$ cat config.mk
export PLATFORM = sky130hd
export DESIGN_NAME = digit_serial_addsub_flat
export DESIGN_NICKNAME = d
export VERILOG_FILES = /design/src/rtl/digit_serial_addsub_if.sv /design/src/rtl/digit_serial_addsub.sv /design/src/flat_wrapper.sv
export SDC_FILE = /design/constraint.sdc
export NUM_CORES = 1
export LEC_CHECK = 0
export CELL_PAD_IN_SITES_DETAIL_PLACEMENT = 1
export CELL_PAD_IN_SITES_GLOBAL_PLACEMENT = 2
export CORE_UTILIZATION = 30
export CTS_CLUSTER_SIZE = 16
export DETAILED_ROUTE_END_ITERATION = 6
export PLACE_DENSITY = 0.87
export SLEW_MARGIN = 20
export SYNTH_ARGS = -nofsm -noshare
export SYNTH_HDL_FRONTEND = slang
export SYNTH_SLANG_ARGS = --single-unit
$ cat constraint.sdc
create_clock -name clk -period 1.6 [get_ports clk]
set_clock_uncertainty 0.1 [all_clocks]
set_input_delay 0.32 -clock clk [delete_from_list [all_inputs] [get_ports clk]]
set_output_delay 0.32 -clock clk [all_outputs]
set_load 0.02 [all_outputs]
$ cat src/rtl/digit_serial_addsub_if.sv
// Operand/result bundle for the digit-serial adder/subtractor.
// Handshake: start is sampled only on a rising edge where ready=1, and a, b and sub are captured at that same edge.
// While busy=1, start is ignored. done pulses for one cycle when sum, carry_out and overflow have just been updated.
interface digit_serial_addsub_if #(
    parameter int N = 8
);
    logic         start;
    logic         sub;
    logic [N-1:0] a;
    logic [N-1:0] b;
    logic         ready;
    logic         busy;
    logic         done;
    logic [N-1:0] sum;
    logic         carry_out;
    logic         overflow;
    logic         dbg_state;
    logic         dbg_sub;

    modport master (
        output start, sub, a, b,
        input  ready, busy, done, sum, carry_out, overflow, dbg_state, dbg_sub
    );

    modport slave (
        input  start, sub, a, b,
        output ready, busy, done, sum, carry_out, overflow, dbg_state, dbg_sub
    );
endinterface

$ cat src/rtl/digit_serial_addsub.sv
// Digit-serial two's-complement add/subtract: N-bit operands, D bits per clock, LSD first.
// The result registers update only on the completion cycle and hold their values in between.
module digit_serial_addsub #(
    parameter int N = 8,
    parameter int D = 1
) (
    input logic                  clk,
    input logic                  rst,
    digit_serial_addsub_if.slave bus
);
    localparam int L  = N / D;
    localparam int CW = (L > 1) ? $clog2(L) : 1;

    typedef enum logic {IDLE = 1'b0, RUN = 1'b1} state_t;

    state_t        state, state_next;
    logic [N-1:0]  a_sh, b_sh, res_sh, res_next, sum_q;
    logic [CW-1:0] cnt;
    logic          cry, sub_q, cout_q, ovf_q, done_q;
    logic          accept, last;
    logic [D-1:0]  dsum;
    logic          c_msb_in, c_dig_out;

    always_ff @(posedge clk) begin
        if (rst) state <= IDLE;
        else     state <= state_next;
    end

    always_comb begin
        state_next = state;
        accept     = 1'b0;
        last       = 1'b0;
        case (state)
            IDLE: if (bus.start) begin
                accept     = 1'b1;
                state_next = RUN;
            end
            RUN: if (cnt == CW'(L - 1)) begin
                last       = 1'b1;
                state_next = IDLE;
            end
            default: state_next = IDLE;
        endcase
    end

    // Ripple add of one digit; c_msb_in ends up as the carry into the digit's top bit.
    always_comb begin : ripple
        logic cc;
        cc       = cry;
        dsum     = '0;
        c_msb_in = 1'b0;
        for (int i = 0; i < D; i++) begin
            c_msb_in = cc;
            dsum[i]  = a_sh[i] ^ b_sh[i] ^ cc;
            cc       = (a_sh[i] & b_sh[i]) | (cc & (a_sh[i] ^ b_sh[i]));
        end
        c_dig_out = cc;
    end

    generate
        if (D == N) begin : g_single_digit
            assign res_next = dsum;
        end else begin : g_multi_digit
            assign res_next = {dsum, res_sh[N-1:D]};
        end
    endgenerate

    always_ff @(posedge clk) begin
        if (rst) begin
            a_sh   <= '0;
            b_sh   <= '0;
            res_sh <= '0;
            sum_q  <= '0;
            cnt    <= '0;
            cry    <= 1'b0;
            sub_q  <= 1'b0;
            cout_q <= 1'b0;
            ovf_q  <= 1'b0;
            done_q <= 1'b0;
        end else begin
            done_q <= last;
            if (accept) begin
                a_sh  <= bus.a;
                b_sh  <= bus.sub ? ~bus.b : bus.b;
                cry   <= bus.sub;
                sub_q <= bus.sub;
                cnt   <= '0;
            end else if (state == RUN) begin
                a_sh   <= a_sh >> D;
                b_sh   <= b_sh >> D;
                res_sh <= res_next;
                cry    <= c_dig_out;
                cnt    <= cnt + 1'b1;
                if (last) begin
                    sum_q  <= res_next;
                    cout_q <= c_dig_out;
                    ovf_q  <= c_msb_in ^ c_dig_out;
                end
            end
        end
    end

    assign bus.ready     = (state == IDLE);
    assign bus.busy      = (state == RUN);
    assign bus.done      = done_q;
    assign bus.sum       = sum_q;
    assign bus.carry_out = cout_q;
    assign bus.overflow  = ovf_q;
    assign bus.dbg_state = state;
    assign bus.dbg_sub   = sub_q;
endmodule
$ cat src/flat_wrapper.sv
// flat-port wrapper written by rule: the top's interface ports become plain ports
module digit_serial_addsub_flat 
#(
    parameter int N = 8,
    parameter int D = 1
)
  (clk, rst, bus_start, bus_sub, bus_a, bus_b, bus_ready, bus_busy, bus_done, bus_sum, bus_carry_out, bus_overflow, bus_dbg_state, bus_dbg_sub);
  digit_serial_addsub_if #(.N(N)) bus_i ();
  input logic clk;
  input logic rst;
  input wire logic [$bits(bus_i.start)-1:0] bus_start;
  input wire logic [$bits(bus_i.sub)-1:0] bus_sub;
  input wire logic [$bits(bus_i.a)-1:0] bus_a;
  input wire logic [$bits(bus_i.b)-1:0] bus_b;
  output wire logic [$bits(bus_i.ready)-1:0] bus_ready;
  output wire logic [$bits(bus_i.busy)-1:0] bus_busy;
  output wire logic [$bits(bus_i.done)-1:0] bus_done;
  output wire logic [$bits(bus_i.sum)-1:0] bus_sum;
  output wire logic [$bits(bus_i.carry_out)-1:0] bus_carry_out;
  output wire logic [$bits(bus_i.overflow)-1:0] bus_overflow;
  output wire logic [$bits(bus_i.dbg_state)-1:0] bus_dbg_state;
  output wire logic [$bits(bus_i.dbg_sub)-1:0] bus_dbg_sub;
  assign bus_i.start = bus_start;
  assign bus_i.sub = bus_sub;
  assign bus_i.a = bus_a;
  assign bus_i.b = bus_b;
  assign bus_ready = bus_i.ready;
  assign bus_busy = bus_i.busy;
  assign bus_done = bus_i.done;
  assign bus_sum = bus_i.sum;
  assign bus_carry_out = bus_i.carry_out;
  assign bus_overflow = bus_i.overflow;
  assign bus_dbg_state = bus_i.dbg_state;
  assign bus_dbg_sub = bus_i.dbg_sub;
  digit_serial_addsub #(.N(N), .D(D)) u_core (.clk(clk), .rst(rst), .bus(bus_i));
endmodule
==> reports/results.env <==
DP.CELLS=294
DIEAREA_UM2=6000
YOSYS.AREA_SHARE.XOR_XNOR_PCT=4.61
DRT-VIAS-PER-INSTANCE=4.66
NETLIST_TOP_CELLS_COUNT='nand2_1, dfxtp_1, a21oi_1'
POSTSYNTH.ASYNCRESETSHARE_PCT=0
FINALMAXSLEWVIOLATIONS=0
H-TREE-DEPTH=2
CTS-ROOT-TO-SINK-BUFFERS=2
START_KIND='flop'
SLOWEST_STAGE='dfxtp_2'
HP-CLASS='reg -> reg'
SYN_AVG_CELL_AREA_UM2=8.90
WORSTSETUPENDPOINTTYPE='output port'
INITIAL_CELL_DENSITY_OF_THE_CORE_PCT=31.0
CTS-RESIZED-GATES=16
SYNTH.CELL_AREA_UM2=1710
FRACTION_OF_FINAL_LAYOUT_CELLS_WITH_DRIVE_STRENGTH_GREATER_THAN_1_PCT=12.2
FINISH.NET_COUNT=252
DPL_WS_PS=-144
PLACE.GP.CONGESTION=0.659
INITIALDRTVIOLATIONCOUNT=57
CP.ARRIVAL_PS=1110
POST_SYNTH_MAIN_AREA_CONTRIBUTORS='dfxtp_1, nand2_1, a21oi_1, mux2i_1, mux2_2'
AREA.GROWTH.SYNTH_TO_FINAL_PCT=31.1
NUMCTSBUFFERS=5
R2R_SLACK_PS=170
DETAIL-ROUTE-ANTENNA-NETS=0
WIRE_LENGTH_OF_THE_FIRST_GLOBAL_ROUTING_PASS_UM=5890
SYNTHMUXAREASHARE_PCT=10.5
SYNTH_FA_HA_AREA_SHARE_PCT=2.64
CLOCK-SINKS=40
SYNTHDISTINCTLIBCELLS=23
SYNTHMOSTINSTANTIATEDCELL='nand2_1'
FP.COREAREA_UM2=5510
CRITICAL_PATH.MAX_STAGE_DELAY_PS=400
SYN_NETS=215
FINAL.SETUP.WORST_SLACK_PS=72.7
GRT_OVERFLOW_TOTAL=0
NUMBER_OF_PORT_BUFFERS=34
CLK_PIN_SLEW_PS=80
SYNTH-SEQ-CELLS=40
WL_UM=3450
HOLD_VIOL=0
TRITONCTS='built'
SYNTH-COMPOUND-AREA-SHARE_PCT=13.4
VIAS=1406
SETUP_TNS_FINAL_PS=0
POWER.DENSITY_CELL_AREA_nW_PER_UM2=919
FILLERINSTANCES=658
DIE_Y_UM=77.5
DOMINANTREGCELLSYNTH='dfxtp_1'
SYNTH_WARNINGS=0
CP.REQUIRED_PS=1180
OUTCOME='finished clean'
GRT_MAX_DEGREE=39
TIGHTEST_SLEW_PS=365
POST_DRT_WL_PER_CELL_UM=11.4
FMAXACHIEVABLE_MHz=655
GRT.TOTAL_USAGE_PCT=12.2
PLACE_HPWL_UM=2340
IR_WORST_VDD_mV=0.376
FIN_CELLS=302
MULTI_INPUT_COMB_AREA_UM2=813
CLK_ROOT_BUFFER_CELL='clkbuf_8'
DRC_ERRORS=0
NUMBER_OF_SYNTHESIZED_FLOPS_WITH_AN_ENABLE_PIN=0
CRITICAL_PATH_CLASS='reg -> out'
DETAIL_ROUTE.FIRST_PASS.ITERATIONS=3
SETUP_REPAIR_AFTER_GLOBAL_ROUTING_MISSED_ITS_MARGIN='false'
SYNTH_SIMPLE_GATE_AREA_SHARE_PCT=16.4
MAIN_COMBINATIONAL_CELL_FAMILY_BY_AREA_AFTER_SYNTHESIS='simple AND/OR/NAND/NOR gates'
HOLD_WS_PS=354
SEQCELLAREA_UM2=802
GRT_PASS1_VIAS=1356
MIN_PERIOD_PS=1530
IOS=35
SYNTH_LARGEST_TYPE_AREA_FRACTION_PCT=46.9
SEQUENTIAL_ELEMENT_SHARE_OF_THE_SYNTHESIZED_AREA_PCT=46.9
STD_CELL_ROWS=27
TIMING.CRITICAL_PATH.FANOUT_MAX=8
COUNT_OF_MAPPED_CELLS_OUT_OF_SYNTHESIS=192
SETUP_VIOL_COUNT_FINAL=0
DIE-WIDTH_UM=77.5
INSERTEDDIODECOUNT=0
TIMING.CRITICAL_PATH.CELLS='clkinv_1 > dlygate4sd2_1'
CLOCK_INSERTION_DELAY_WORST_SKEW_PS=290
POST_CTS_BUFFERS=0
SYNTH_AREA_LEADER_CELL='dfxtp_1'
LEAK_nW=0.902
ANTENNA_VIOLATIONS_BEFORE_REPAIR=0
CTS_HOLD_REPAIR.BUFFERS=0
MAXSLEWHEADROOM_PCT=75.6
CAP_VIOL_MAX_COUNT=0
POST-ROUTE-PERIOD-UTIL_PCT=95.5
[registers in the layout, indices dropped and copies added (netlist names)]
| name | count |
|---|---|
| u_core.a_sh | 8 |
| u_core.b_sh | 8 |
| u_core.bus.busy | 1 |
| u_core.bus.carry_out | 1 |
| u_core.bus.dbg_sub | 1 |
| u_core.bus.done | 1 |
| u_core.bus.overflow | 1 |
| u_core.bus.sum | 8 |
| u_core.c_msb_in | 1 |
| u_core.cnt | 3 |
| u_core.res_sh | 7 |
[power by group]
group	total (mW)	switching, mW	leakage, nW	internal (mW)
registers	1.06	0.0267	0.326	1.04
clock network	0.698	0.347	0.0445	0.351
logic	0.297	0.134	0.531	0.163
[path summary, 6_finish.rpt]
kind                                from                                end  cells past startpoint
min          u_core.b_sh[1]$_SDFFE_PP0P_        u_core.b_sh[0]$_SDFFE_PP0P_                      2
max reg2reg   u_core.cnt[0]$_SDFFE_PP0P_  u_core.bus.carry_out$_SDFFE_PP0P_                      5
min reg2reg  u_core.b_sh[1]$_SDFFE_PP0P_        u_core.b_sh[0]$_SDFFE_PP0P_                      2
max           u_core.bus.busy$_SDFF_PP0_                          bus_ready                      2
[kinds of logic (layout without fill, tap and decap cells)]
group | after synthesis | count (layout)
flops | 40 | 40
buf+inv | 16 | 54
mux | 17 | 17
fa+ha+maj | 3 | 3
xor+xnor | 9 | 9
compound gates | 37 | 37
simple gates | 70 | 70
[layout by cell type, fill, tap and decap left out]
cell type and n:
mux2_2 8, nor3_1 1, clkinv_1 1, buf_12 3, a211oi_1 1, a21oi_1 27
nor2_1 22, dfxtp_1 39, clkbuf_8 6, nor2b_1 1, clkbuf_1 1, inv_1 1
nand2_1 42, o21ba_2 1, a211o_1 7, dfxtp_2 1, buf_4 7, clkdlybuf4s50_1 19
mux2i_1 9, dlygate4sd2_1 15, fa_1 1, clkinvlp_4 1, and2_1 1, nor3b_1 3
a2111oi_2 1, xnor2_1 9, ha_1 2
[routing by layer]
layer  routed length, um  track usage [%]
met5                   0                0
met4                  53             5.09
met3                  88             2.82
met2                1730             21.4
met1                1580             14.2
[layout make-up]
| type | count | share of cell area (%) |
|---|---|---|
| clock buffer | 7 | 3.85 |
| clock inverter | 1 | 0.335 |
| inverter | 2 | 0.335 |
| multi-input combinational | 136 | 36.3 |
| sequential | 40 | 35.8 |
| tap | 72 | 4.02 |
| timing repair buffer | 44 | 19.4 |
[worst max-delay path: cells and delay by family, from the launching register on]
kind,cells,cell delay (ps)
buf+inv,2,420
flops,1,400
[metrics by stage]
step	cell area, um^2	power [mW]	util, %
after floorplan	1710	1.28	-
after global placement	2160	1.39	39.3
after detailed placement	2160	1.39	39.3
after CTS	2240	2.09	40.7
after global routing	2240	2.16	40.7
final	2240	2.06	40.7
Power figures use the tool's default switching activity.
